File: src/rtl/parzen_frame_windower.sv
// parzen_frame_windower
//   Streaming frame windower. Tracks the sample position n inside each
//   N = 2**WINDOW_SIZE_POW2 frame, presents |n - N/2| to an external Parzen
//   coefficient block on tri_o, takes the coefficient back on win_i, multiplies
//   it into the sample, then rounds and saturates the result. Output is a
//   valid/ready stream.
//
// Ports
//   clk_i      clock, all logic on the rising edge
//   rst_i      synchronous active-high reset
//   s_valid_i  input sample valid
//   s_ready_o  input ready (combinational, equals the pipe advance)
//   s_data_i   signed input sample
//   s_first_i  forces this sample to position 0 (frame resync)
//   tri_o      |n - N/2| of the sample held in stage 1
//   win_i      unsigned WIN_INT.WIN_FRAC coefficient, combinational from tri_o
//   m_valid_o  output valid
//   m_ready_i  output ready
//   m_data_o   signed, rounded and saturated windowed sample
//   m_last_o   marks the output for position N-1
//   resync_o   one-cycle pulse when s_first_i is accepted with n != 0
module parzen_frame_windower #(
  parameter int WINDOW_SIZE_POW2 = 10,
  parameter int SAMPLE_W         = 16,
  parameter int WIN_INT          = 10,
  parameter int WIN_FRAC         = 16,
  parameter int OUT_W            = 18
) (
  input  logic                          clk_i,
  input  logic                          rst_i,
  input  logic                          s_valid_i,
  output logic                          s_ready_o,
  input  logic [SAMPLE_W-1:0]           s_data_i,
  input  logic                          s_first_i,
  output logic [WINDOW_SIZE_POW2-1:0]   tri_o,
  input  logic [WIN_INT+WIN_FRAC-1:0]   win_i,
  output logic                          m_valid_o,
  input  logic                          m_ready_i,
  output logic [OUT_W-1:0]              m_data_o,
  output logic                          m_last_o,
  output logic                          resync_o
);

  localparam int W  = WINDOW_SIZE_POW2;
  localparam int WW = WIN_INT + WIN_FRAC;
  localparam int PW = SAMPLE_W + WW + 1;

  localparam logic [W-1:0] C_LAST = {W{1'b1}};
  localparam logic [W-1:0] C_HALF = {1'b1, {(W-1){1'b0}}};

  localparam logic signed [PW-1:0] C_RND = {{(PW-WIN_FRAC){1'b0}}, 1'b1, {(WIN_FRAC-1){1'b0}}};
  localparam logic signed [PW-1:0] C_MAX = {{(PW-OUT_W+1){1'b0}}, {(OUT_W-1){1'b1}}};
  localparam logic signed [PW-1:0] C_MIN = {{(PW-OUT_W+1){1'b1}}, {(OUT_W-1){1'b0}}};

  logic                        w_adv;
  logic                        w_accept;
  logic [W-1:0]                w_pos;
  logic [W-1:0]                w_tri;
  logic signed [PW-1:0]        w_mul_a;
  logic signed [PW-1:0]        w_mul_b;
  logic signed [PW-1:0]        w_prod;
  logic signed [PW-1:0]        w_round;
  logic [OUT_W-1:0]            w_sat;

  logic [W-1:0]                r_n;
  logic                        r_s1_valid;
  logic signed [SAMPLE_W-1:0]  r_s1_data;
  logic                        r_s1_last;
  logic [W-1:0]                r_tri;
  logic                        r_s2_valid;
  logic signed [PW-1:0]        r_s2_prod;
  logic                        r_s2_last;
  logic                        r_m_valid;
  logic [OUT_W-1:0]            r_m_data;
  logic                        r_m_last;
  logic                        r_resync;

  // Handshake and stage-1 position. The whole pipe moves as one unit whenever
  // the output register is empty or being drained, so a stall freezes every
  // stage and nothing is dropped or duplicated.
  always_comb begin
    w_adv    = ~r_m_valid | m_ready_i;
    w_accept = s_valid_i & w_adv;
    w_pos    = s_first_i ? '0 : r_n;
    w_tri    = (w_pos >= C_HALF) ? (w_pos - C_HALF) : (C_HALF - w_pos);
  end

  // Datapath arithmetic. The sample is sign-extended and the coefficient
  // zero-extended to the full product width, so a signed multiply gives the
  // exact signed x unsigned product. Rounding adds half an LSB before the
  // arithmetic shift (round half up), then the result is clamped to OUT_W.
  always_comb begin
    w_mul_a = {{(PW-SAMPLE_W){r_s1_data[SAMPLE_W-1]}}, r_s1_data};
    w_mul_b = {{(PW-WW){1'b0}}, win_i};
    w_prod  = w_mul_a * w_mul_b;
    w_round = (r_s2_prod + C_RND) >>> WIN_FRAC;
    if (w_round > C_MAX) begin
      w_sat = C_MAX[OUT_W-1:0];
    end else if (w_round < C_MIN) begin
      w_sat = C_MIN[OUT_W-1:0];
    end else begin
      w_sat = w_round[OUT_W-1:0];
    end
  end

  // Position counter and resync pulse. The pulse only fires when the forced
  // restart actually moves the frame, a first flag at n = 0 is silent.
  always_ff @(posedge clk_i) begin
    if (rst_i) begin
      r_n      <= '0;
      r_resync <= 1'b0;
    end else begin
      r_resync <= w_accept & s_first_i & (r_n != '0);
      if (w_accept) begin
        r_n <= (w_pos == C_LAST) ? '0 : (w_pos + W'(1));
      end
    end
  end

  // Three pipeline stages. tri_o is only rewritten by an accepted sample, so
  // it keeps its last value while stage 1 holds a bubble, which keeps the
  // external coefficient block quiet. Data registers load only behind a valid
  // stage so bubbles do not disturb the held output.
  always_ff @(posedge clk_i) begin
    if (rst_i) begin
      r_s1_valid <= 1'b0;
      r_s1_data  <= '0;
      r_s1_last  <= 1'b0;
      r_tri      <= C_HALF;
      r_s2_valid <= 1'b0;
      r_s2_prod  <= '0;
      r_s2_last  <= 1'b0;
      r_m_valid  <= 1'b0;
      r_m_data   <= '0;
      r_m_last   <= 1'b0;
    end else if (w_adv) begin
      r_s1_valid <= s_valid_i;
      if (w_accept) begin
        r_s1_data <= s_data_i;
        r_s1_last <= (w_pos == C_LAST);
        r_tri     <= w_tri;
      end
      r_s2_valid <= r_s1_valid;
      if (r_s1_valid) begin
        r_s2_prod <= w_prod;
        r_s2_last <= r_s1_last;
      end
      r_m_valid <= r_s2_valid;
      if (r_s2_valid) begin
        r_m_data <= w_sat;
        r_m_last <= r_s2_last;
      end
    end
  end

  assign s_ready_o = w_adv;
  assign tri_o     = r_tri;
  assign m_valid_o = r_m_valid;
  assign m_data_o  = r_m_data;
  assign m_last_o  = r_m_last;
  assign resync_o  = r_resync;

endmodule

File: config.mk
export PLATFORM = sky130hd
export DESIGN_NAME = parzen_frame_windower
export DESIGN_NICKNAME = d
export VERILOG_FILES = /design/src/rtl/parzen_frame_windower.sv
export SDC_FILE = /design/constraint.sdc
export NUM_CORES = 1
export LEC_CHECK = 0
export CORE_UTILIZATION = 55
export DETAILED_ROUTE_END_ITERATION = 7
export PLACE_DENSITY = 0.76
export SYNTH_ARGS = -nofsm -noshare
export SYNTH_HDL_FRONTEND = slang
export SYNTH_SLANG_ARGS = --single-unit
File: constraint.sdc
create_clock -name clk_i -period 6.7 [get_ports clk_i]
set_input_delay 0.67 -clock clk_i [delete_from_list [all_inputs] [get_ports clk_i]]
set_output_delay 0.67 -clock clk_i [all_outputs]
set_load 0.01 [all_outputs]
==> results.yml <==
clock_network:
  numCtsBuffers: 9
  cts_num_sinks: 89
  path_clk_slew_ns: 0.07
  cts_tree: "built"
  cts-root-buf: "clkbuf_16"
  hold_buffers: 0
  clk_latency_ns: 0.35
  cts_max_level: 3
  cts_max_path_buffers: 2
worst_setup_path:
  critical_path.top_delay_family: "adder cells"
  cp_slowest_cell: "fa_1"
  end_kind: "flop"
  cp_cell_sequence: "clkdlybuf4s50_1 > buf_12 > and2_1 > fa_1 > inv_1 > fa_1 > fa_1 > inv_1 > fa_1 > fa_1 > inv_1 > fa_1 > inv_1 > ha_1 > and3_1 > and3_1 > a221oi_2 > a211oi_2 > o21ai_1 > buf_4 > nand2_1 > a211o_1 > o2111a_1"
  arrival_ns: 6.72
  required_ns: 6.94
  crit_buf_inv: 7
  worst-setup-path-type: "in -> reg"
  path_max_fanout: 11
  cpMostUsedCell: "fa_1"
  start_kind: "input pin"
  max_stage_delay_ns: 0.54
timing:
  fin_crit_ns: 6.48
  worst_hold_slack_ns: 0.464
  finalMaxSlewViolations: 0
  setup_slack_ns: 0.219
  period_share_pct: 96.7
  tns_ns: 0
  hold_viol: 0
  finalSetupViolations: 0
  worstMarginPinSlew_ns: 0.857
  timing.slew.headroom_pct: 42.8
  fmax_mhz: 154
  clock_skew_ns: 0.0120
placement:
  placed_cells: 2694
  port-buffer-count: 78
  pre_cts_ws_ns: -0.409
  dp_hpwl_um: 38100
  gp_congestion: 0.925
layout:
  mostFrequentLayoutCell: "inv_1"
  antenna_cells: 0
  nets: 2794
  final_cell_count_no_fill: 2711
  area_growth_pct: 14.3
  drive_gt1_share_pct: 9.80
  layout_common_cells: "427 x inv_1, 328 x fa_1, 323 x nand2_1"
pwr:
  irDropWorstVdd_uv: 184
  power_leakage_uw: 0.0100
  p_per_area_nw_per_um2: 244
outcome:
  status: "finished, final reports clean"
detailed_routing:
  dr.pass1.iters: 7
  wl_per_cell_um: 17.2
  vias_per_cell: 5.48
  ant_nets: 0
  totalWireLength_um: 46800
  drc_errors: 0
  initialDrtViolationCount: 954
  vias: 14866
yosys:
  syn-num-nets: 2661
  ys.warnings.count: 0
  synth-main-ff-cell: "dfxtp_1"
  ys_seq_area_share_pct: 9.92
  netlist_instances: 2138
  synth-edff-count: 0
  ys_types: 64
  ys_async_sr_fraction_pct: 0
  syn_area_um2: 18000
  synth_area_per_cell_um2: 8.40
  ys_ff_latch: 89
global_route:
  track_usage_pct: 30.0
  grt_pass1_vias: 15710
  antenna_found_initial: 0
  grt_max_degree: 70
  grt_pass1_wl_um: 79400
  gr-total-overflow: 0
floorplan:
  die_x_um: 183
  die-area_um2: 33400
  fp.dieH_um: 183
  std_cell_rows: 65
  num_io_pins: 79
  core_um2: 31800
  start_util_pct: 56.5
min_path:
  hp-class: "reg -> reg"
run:
  max_cap_violations: 0
metrics by stage:
stage	instance area (um^2)	total power, uW	util (%)
after CTS	20400	4860	64.1
final	20500	5000	64.6
after floorplan	18000	2830	-
after detailed placement	20100	4230	63.1
after global placement	20100	4180	63.1
after global routing	20500	5500	64.6
synthesized netlist by cell type, types with 6 or more instances:
cell type	number	share of area (%)
and3_1	19	0.66
nand4_1	17	0.59
a21o_1	17	0.71
a211oi_1	13	0.54
o211ai_1	9	0.38
ha_1	143	10
o21ai_0	39	1.1
nor3_1	22	0.61
a31oi_1	8	0.28
a21oi_1	87	2.4
o21a_1	7	0.29
nand3b_1	6	0.25
nand2b_1	11	0.38
nand3_1	40	1.1
inv_1	427	8.9
a211oi_2	11	0.77
xor2_1	21	1.0
nor2b_1	8	0.28
fa_1	333	37
clkbuf_1	102	2.1
nor2_1	86	1.8
and2_1	188	6.5
xnor2_1	24	1.2
dfxtp_1	89	9.9
nand2_1	323	6.8
a22oi_1	10	0.42
what timing repair did:
item,CTS,global route
gates resized for setup,3,37
hold endpoints to repair,0,0
buffers inserted,0,1
pin swaps,0,18
endpoints found under the setup margin,3,20
final timing paths:
kind	start	endpoint	slack (ns)	cells after the start
setup / recovery	win_i[9]	r_s2_prod[42]$_SDFFE_PP0P_	0.22	23
hold / removal	r_s1_last$_SDFFE_PP0P_	r_s2_last$_SDFFE_PP0P_	0.46	2
setup reg to reg	r_s1_data[1]$_SDFFE_PP0P_	r_s2_prod[42]$_SDFFE_PP0P_	0.28	20
hold reg to reg	r_s1_last$_SDFFE_PP0P_	r_s2_last$_SDFFE_PP0P_	0.46	2
cells by family after synthesis:
logic type / Yosys count / synth area share [%]
compound gates: 236 / 8.58
simple gates: 748 / 20.5
mux: 4 / 0.223
fa+ha+maj: 476 / 47.1
flops: 89 / 9.92
buf+inv: 540 / 11.5
xor+xnor: 45 / 2.19
registers in the layout (all words and copies together), names as in the netlist:
| register | flops |
|---|---|
| m_data_o | 18 |
| r_s1_data | 16 |
| tri_o | 10 |
| r_s2_valid | 1 |
| m_valid_o | 1 |
| r_s2_last | 1 |
| r_n | 10 |
| r_s2_prod | 28 |
| resync_o | 1 |
| m_last_o | 1 |
| r_s1_last | 1 |
| r_s1_valid | 1 |
where the power goes:
group | total, uW | switching [uW] | internal, uW
clock network | 558 | 230 | 329
logic | 3740 | 2040 | 1700
registers | 702 | 104 | 598
total | 5000 | 2370 | 2630
worst min-delay path, stage by stage, from the launching register on:
cell and delay [ns]:
dfxtp_1 0.32, nand2_1 0.05, a21oi_1 0.05
per-layer routing:
metal / up-vias / part of all wire [%] / GRT usage, %
li1: 6820 / - / -
met5: - / 0 / 0
met1: 7412 / 43 / 42.0
met4: 0 / 2.0 / 7.70
met2: 558 / 48 / 49.7
met3: 76 / 7.2 / 3.45
area by class of cell:
type	instances	area [um^2]
Timing Repair Buffer	234	2050
Clock inverter	6	90.1
Tap cell	435	544
Fill cell	2649	11300
Sequential cell	89	1790
Inverter	428	1610
Multi-Input combinational cell	1509	14200
Clock buffer	10	229
Power figures use the tool's default switching activity.
